[src/rtl/mandelbrot_frame_sequencer.sv]
// mandelbrot_frame_sequencer
//   Steps the Mandelbrot engine across a cols x rows pixel grid. For each pixel it
//   drives the engine cr/ci, pulses eng_run, waits for the engine's busy flag to fall,
//   and then hands the iteration count to the framebuffer over a valid/ready link.
//   cr advances by step along a row. ci decreases by step per row, so the top row
//   is produced first.
//
// Ports
//   clk, reset          system clock, asynchronous active-high reset
//   start, abort        frame start (IDLE only) / synchronous frame abort
//   cfg_cr0/ci0/step    origin and per-pixel increment, two's complement
//   cfg_cols/rows       frame dimensions, latched at start
//   eng_run/cr/ci       engine launch pulse and pixel coordinates
//   eng_running/ctr     engine busy flag and iteration count
//   frame_start         one-cycle pulse at the beginning of a frame
//   pix_valid/ready     pixel handshake, with pix_data and pix_last
//   busy, done          sequencer active / one-cycle frame-complete pulse
module mandelbrot_frame_sequencer #(
    parameter int BITWIDTH = 11,
    parameter int CTRWIDTH = 7,
    parameter int DIMWIDTH = 8
) (
    input  logic                clk,
    input  logic                reset,
    input  logic                start,
    input  logic                abort,
    input  logic [BITWIDTH-1:0] cfg_cr0,
    input  logic [BITWIDTH-1:0] cfg_ci0,
    input  logic [BITWIDTH-1:0] cfg_step,
    input  logic [DIMWIDTH-1:0] cfg_cols,
    input  logic [DIMWIDTH-1:0] cfg_rows,
    output logic                eng_run,
    output logic [BITWIDTH-1:0] eng_cr,
    output logic [BITWIDTH-1:0] eng_ci,
    input  logic                eng_running,
    input  logic [CTRWIDTH-1:0] eng_ctr,
    output logic                frame_start,
    output logic                pix_valid,
    input  logic                pix_ready,
    output logic [CTRWIDTH-1:0] pix_data,
    output logic                pix_last,
    output logic                busy,
    output logic                done
);

    typedef enum logic [1:0] {
        S_IDLE,
        S_LAUNCH,
        S_WAIT,
        S_EMIT
    } state_t;

    state_t              state_q, state_d;
    logic [DIMWIDTH-1:0] col_q, col_d;
    logic [DIMWIDTH-1:0] row_q, row_d;
    logic [DIMWIDTH-1:0] cols_q, cols_d;
    logic [DIMWIDTH-1:0] rows_q, rows_d;
    logic [BITWIDTH-1:0] cr0_q, cr0_d;
    logic [BITWIDTH-1:0] step_q, step_d;
    logic [BITWIDTH-1:0] eng_cr_q, eng_cr_d;
    logic [BITWIDTH-1:0] eng_ci_q, eng_ci_d;
    logic                seen_hi_q, seen_hi_d;
    logic                running_q, running_d;
    logic [CTRWIDTH-1:0] pix_data_q, pix_data_d;
    logic                frame_start_q, frame_start_d;
    logic                done_q, done_d;

    logic                last_col;
    logic                last_row;

    assign last_col = (col_q == cols_q - DIMWIDTH'(1));
    assign last_row = (row_q == rows_q - DIMWIDTH'(1));

    always_comb begin
        state_d       = state_q;
        col_d         = col_q;
        row_d         = row_q;
        cols_d        = cols_q;
        rows_d        = rows_q;
        cr0_d         = cr0_q;
        step_d        = step_q;
        eng_cr_d      = eng_cr_q;
        eng_ci_d      = eng_ci_q;
        seen_hi_d     = seen_hi_q;
        running_d     = eng_running;
        pix_data_d    = pix_data_q;
        frame_start_d = 1'b0;
        done_d        = 1'b0;

        case (state_q)
            S_IDLE: begin
                if (start) begin
                    if ((cfg_cols != '0) && (cfg_rows != '0)) begin
                        cols_d        = cfg_cols;
                        rows_d        = cfg_rows;
                        cr0_d         = cfg_cr0;
                        step_d        = cfg_step;
                        col_d         = '0;
                        row_d         = '0;
                        eng_cr_d      = cfg_cr0;
                        eng_ci_d      = cfg_ci0;
                        frame_start_d = 1'b1;
                        state_d       = S_LAUNCH;
                    end else begin
                        // Empty frame: report completion without touching the engine.
                        done_d = 1'b1;
                    end
                end
            end
            S_LAUNCH: begin
                seen_hi_d = 1'b0;
                state_d   = S_WAIT;
            end
            S_WAIT: begin
                if (eng_running) begin
                    seen_hi_d = 1'b1;
                end
                // Falling edge of eng_running, qualified by having seen it high
                // for this pixel so a stale low-to-low never completes early.
                if (seen_hi_q && running_q && !eng_running) begin
                    pix_data_d = eng_ctr;
                    state_d    = S_EMIT;
                end
            end
            S_EMIT: begin
                if (pix_ready) begin
                    if (last_col && last_row) begin
                        done_d  = 1'b1;
                        state_d = S_IDLE;
                    end else if (!last_col) begin
                        col_d    = col_q + DIMWIDTH'(1);
                        eng_cr_d = eng_cr_q + step_q;
                        state_d  = S_LAUNCH;
                    end else begin
                        col_d    = '0;
                        row_d    = row_q + DIMWIDTH'(1);
                        eng_cr_d = cr0_q;
                        eng_ci_d = eng_ci_q - step_q;
                        state_d  = S_LAUNCH;
                    end
                end
            end
            default: state_d = S_IDLE;
        endcase

        // Abort overrides everything, including a handshake in the same cycle.
        if (abort && (state_q != S_IDLE)) begin
            state_d = S_IDLE;
            done_d  = 1'b0;
        end
    end

    always_ff @(posedge clk or posedge reset) begin
        if (reset) begin
            state_q       <= S_IDLE;
            col_q         <= '0;
            row_q         <= '0;
            cols_q        <= '0;
            rows_q        <= '0;
            cr0_q         <= '0;
            step_q        <= '0;
            eng_cr_q      <= '0;
            eng_ci_q      <= '0;
            seen_hi_q     <= 1'b0;
            running_q     <= 1'b0;
            pix_data_q    <= '0;
            frame_start_q <= 1'b0;
            done_q        <= 1'b0;
        end else begin
            state_q       <= state_d;
            col_q         <= col_d;
            row_q         <= row_d;
            cols_q        <= cols_d;
            rows_q        <= rows_d;
            cr0_q         <= cr0_d;
            step_q        <= step_d;
            eng_cr_q      <= eng_cr_d;
            eng_ci_q      <= eng_ci_d;
            seen_hi_q     <= seen_hi_d;
            running_q     <= running_d;
            pix_data_q    <= pix_data_d;
            frame_start_q <= frame_start_d;
            done_q        <= done_d;
        end
    end

    assign eng_run     = (state_q == S_LAUNCH);
    assign pix_valid   = (state_q == S_EMIT);
    assign pix_last    = (state_q == S_EMIT) && last_col && last_row;
    assign busy        = (state_q != S_IDLE);
    assign eng_cr      = eng_cr_q;
    assign eng_ci      = eng_ci_q;
    assign pix_data    = pix_data_q;
    assign frame_start = frame_start_q;
    assign done        = done_q;

endmodule

[config.mk]
export PLATFORM = sky130hd
export DESIGN_NAME = mandelbrot_frame_sequencer
export DESIGN_NICKNAME = d
export VERILOG_FILES = /design/src/rtl/mandelbrot_frame_sequencer.sv
export SDC_FILE = /design/constraint.sdc
export NUM_CORES = 1
export LEC_CHECK = 0
export CORE_MARGIN = 8
export CORE_UTILIZATION = 40
export DETAILED_ROUTE_END_ITERATION = 8
export PLACE_DENSITY_LB_ADDON = 0.15
export SYNTH_ARGS = -nofsm -noshare
export SYNTH_HDL_FRONTEND = slang
export SYNTH_SLANG_ARGS = --single-unit
[constraint.sdc]
create_clock -name clk -period 7.57 [get_ports clk]
set_clock_uncertainty 0.05 [all_clocks]
set_input_delay 0.757 -clock clk [delete_from_list [all_inputs] [get_ports clk]]
set_output_delay 0.757 -clock clk [all_outputs]
set_load 0.02 [all_outputs]
==> metrics <==
status completed; peak supply drop 0.000206 V; Inserted Clock Buffers 9; Netlist cell types 62; Syn Nets roughly 640; flop and latch count out of synthesis about 90; IO Port Bufs 96; RSZ-0062 raised after global routing no; total power about 3.3 mW; grt total ovfl 0; Required @ worst endpoint 6.76 ns; CP Launch Point cols_q[2]; met1 GRT Util 0.208; First-pass DRT Iterations 4; Area growth syn-to-layout 26.3%; Max Buffers Root-to-Sink 2; Post-CTS Repair Setup Buffers 0; Clock Tree Root clkbuf_16; multi-input logic area between 3000 and 4000 um2; P_leak 2.91 nW; ratio of cells with drive above 1 in the final layout 0.149; CP Max Fanout 10; Total Neg Setup Slack 0 ns; Routed Antenna Nets 0; Post-DP HPWL ~11,000 um; Pwr Density between 400 and 500 nW/um2; largest net degree at the start of global routing 71; HP Class reg -> reg; hold path endpoint pix_data[3]; Post-Syn Area roughly 5500 um2; gpl congestion ~0.82; clock slew at reported path FFs approximately 0.060 ns; R2R cell count 10; first-pass GRT wire length approximately 24,000 um; initial antenna violation count 0; Row Count between 40 and 50; f_max about 240 MHz; gr busiest metal met2; worst endpoint data arrival time between 3 and 4 ns; Final Net Count 733; post-synthesis sequential area ratio 0.403; Reg2Reg Setup Slack 3.94 ns; Synth Instances between 500 and 600; Clock Latency Late Sink roughly 0.34 ns; vias in the first global route roughly 4.8k; Chip Height ~130 um; fin crit period between 4 and 5 ns; # diodes 0; CP startpoint kind flop; Total Routed Length ~15,000 um; max_slew headroom 0.386; Die X 134 um; FF-to-FF Start cols_q[0]; Worst R2R End eng_ci[3]; M2 GR Usage 0.276; final hold violations 0; Primary FF master, synth dfrtp_1; Seq. cell area between 2000 and 2500 um2; post-cts sizing count 0; Post-synth EDFFs 0; Core Area around 14,000 um2; Hold Path Stages 1; initial core utilization 0.404; via count between 4k and 5k; hold_buf cts 0; Die ar. 17,800 um2; Avg Cell Area, Syn ~10 um2; Slew Limit Fails 0; global-route met3 utilization 0.0320; period utilization 0.551; CTS tree built; Max Cap Viol 0; post-DR wirelength/cell 17.6 um; worst slew pin tran 0.922 ns; number of placed I/O pins 97; endpoint class of the critical path output pin; # clock sinks 89; level count of the clock H-tree 3; final setup fails 0; Fill cells approximately 1.3k; post-synthesis async set-or-reset flop share 1.00; yosys warns 0; WS Path Type reg -> out; DR iter-0 viols approximately 250; Overall Global Routing Usage 0.167; vias per cell between 5 and 6; drc violations 0; HP Start pix_data[3]
==> layout by cell type, fill, tap and decap left out, types with 6 or more instances in the layout <==
cell / count
and3_1: 6
clkdlybuf4s50_1: 96
or4_1: 6
o21ai_0: 24
nand2_1: 29
nand3_1: 16
nor4_1: 10
nor2b_1: 8
a31oi_1: 11
ha_1: 28
nor2_1: 27
mux2_2: 62
clkbuf_16: 9
xor2_1: 14
xnor2_1: 17
a21oi_1: 29
inv_1: 32
nand4_1: 8
o31ai_1: 7
nor3_1: 16
dfrtp_1: 89
==> worst max-delay path: stages (launching register included) <==
cell and delay, ns:
dfrtp_1 0.45, nor4_1 0.59, o21ai_0 0.16, nor4b_1 0.20
a211oi_2 0.62, nor2_1 0.23, and3_1 0.24, clkdlybuf4s50_1 0.54
==> routing by layer <==
layer,wire [um],vias to the layer above
met1,6660,2241
met4,342,0
met2,6990,94
li1,-,2224
met3,560,25
met5,0,-
==> area by class of cell <==
cell class	instances	area share
clock inverters	7	0.0136
flip-flops and latches	89	0.319
repair buffers	101	0.143
clock buffers	9	0.0323
multi-input cells	407	0.442
well taps	180	0.0323
inverters	33	0.0179
==> power by group <==
group          switching, mW  internal, mW  leakage (nW)
clock                  0.194         0.289         0.155
sequential             0.194         0.679          1.09
combinational           1.04         0.909          1.67
total                   1.43          1.88          2.91
==> cell usage after synthesis (7+ instances only) <==
cell / instances / area share
a21oi_1: 29 / 0.026
a31oi_1: 11 / 0.012
clkbuf_1: 17 / 0.012
dfrtp_1: 89 / 0.40
ha_1: 28 / 0.063
inv_1: 33 / 0.022
mux2_2: 62 / 0.13
nand2_1: 29 / 0.020
nand3_1: 16 / 0.014
nand4_1: 8 / 0.0091
nor2_1: 27 / 0.018
nor2b_1: 8 / 0.0091
nor3_1: 16 / 0.014
nor4_1: 10 / 0.011
o21ai_0: 24 / 0.022
o31ai_1: 7 / 0.0095
xnor2_1: 17 / 0.027
xor2_1: 14 / 0.022
==> kinds of logic (layout without fill, tap and decap cells) <==
| family | Yosys count | count (layout) | synth area share |
|---|---|---|---|
| and+or+nand+nor | 153 | 153 | 0.146 |
| AOI/OAI and AO/OA | 126 | 126 | 0.156 |
| DFF | 89 | 89 | 0.403 |
| muxes | 65 | 65 | 0.132 |
| buffers and inverters | 55 | 150 | 0.0390 |
| xor gates and xnor gates | 32 | 32 | 0.0521 |
| adders and majority gates | 31 | 31 | 0.0725 |
==> stage by stage <==
step / hold slack [ns] / worst slack [ns] / util / std cells / instance area (um2)
2_1_floorplan: 0.423 / 4.46 / - / 551 / 5520
3_3_place_gp: 0.432 / 3.91 / 0.487 / 810 / 6660
3_5_place_dp: 0.442 / 3.82 / 0.487 / 810 / 6660
4_1_cts: 0.457 / 3.43 / 0.511 / 826 / 6980
5_1_grt: 0.467 / 3.15 / 0.511 / 826 / 6980
6_report: 0.454 / 3.40 / 0.511 / 826 / 6980
==> registers in the layout, summed over array words and instances (netlist names) <==
register,count
step_q,11
seen_hi_q,1
state_q,2
col_q,8
eng_ci,11
eng_cr,11
pix_data,7
row_q,8
rows_q,8
done,1
running_q,1
cr0_q,11
frame_start,1
cols_q,8
==> worst max path at each step <==
stage	end	cells past startpoint
final	pix_last	7
after global placement	eng_ci[2]	10
after CTS	pix_last	7
after global routing	pix_last	9
after detailed placement	pix_last	7
after floorplan	col_q[0]	1
(Power assumes the default switching activity.)
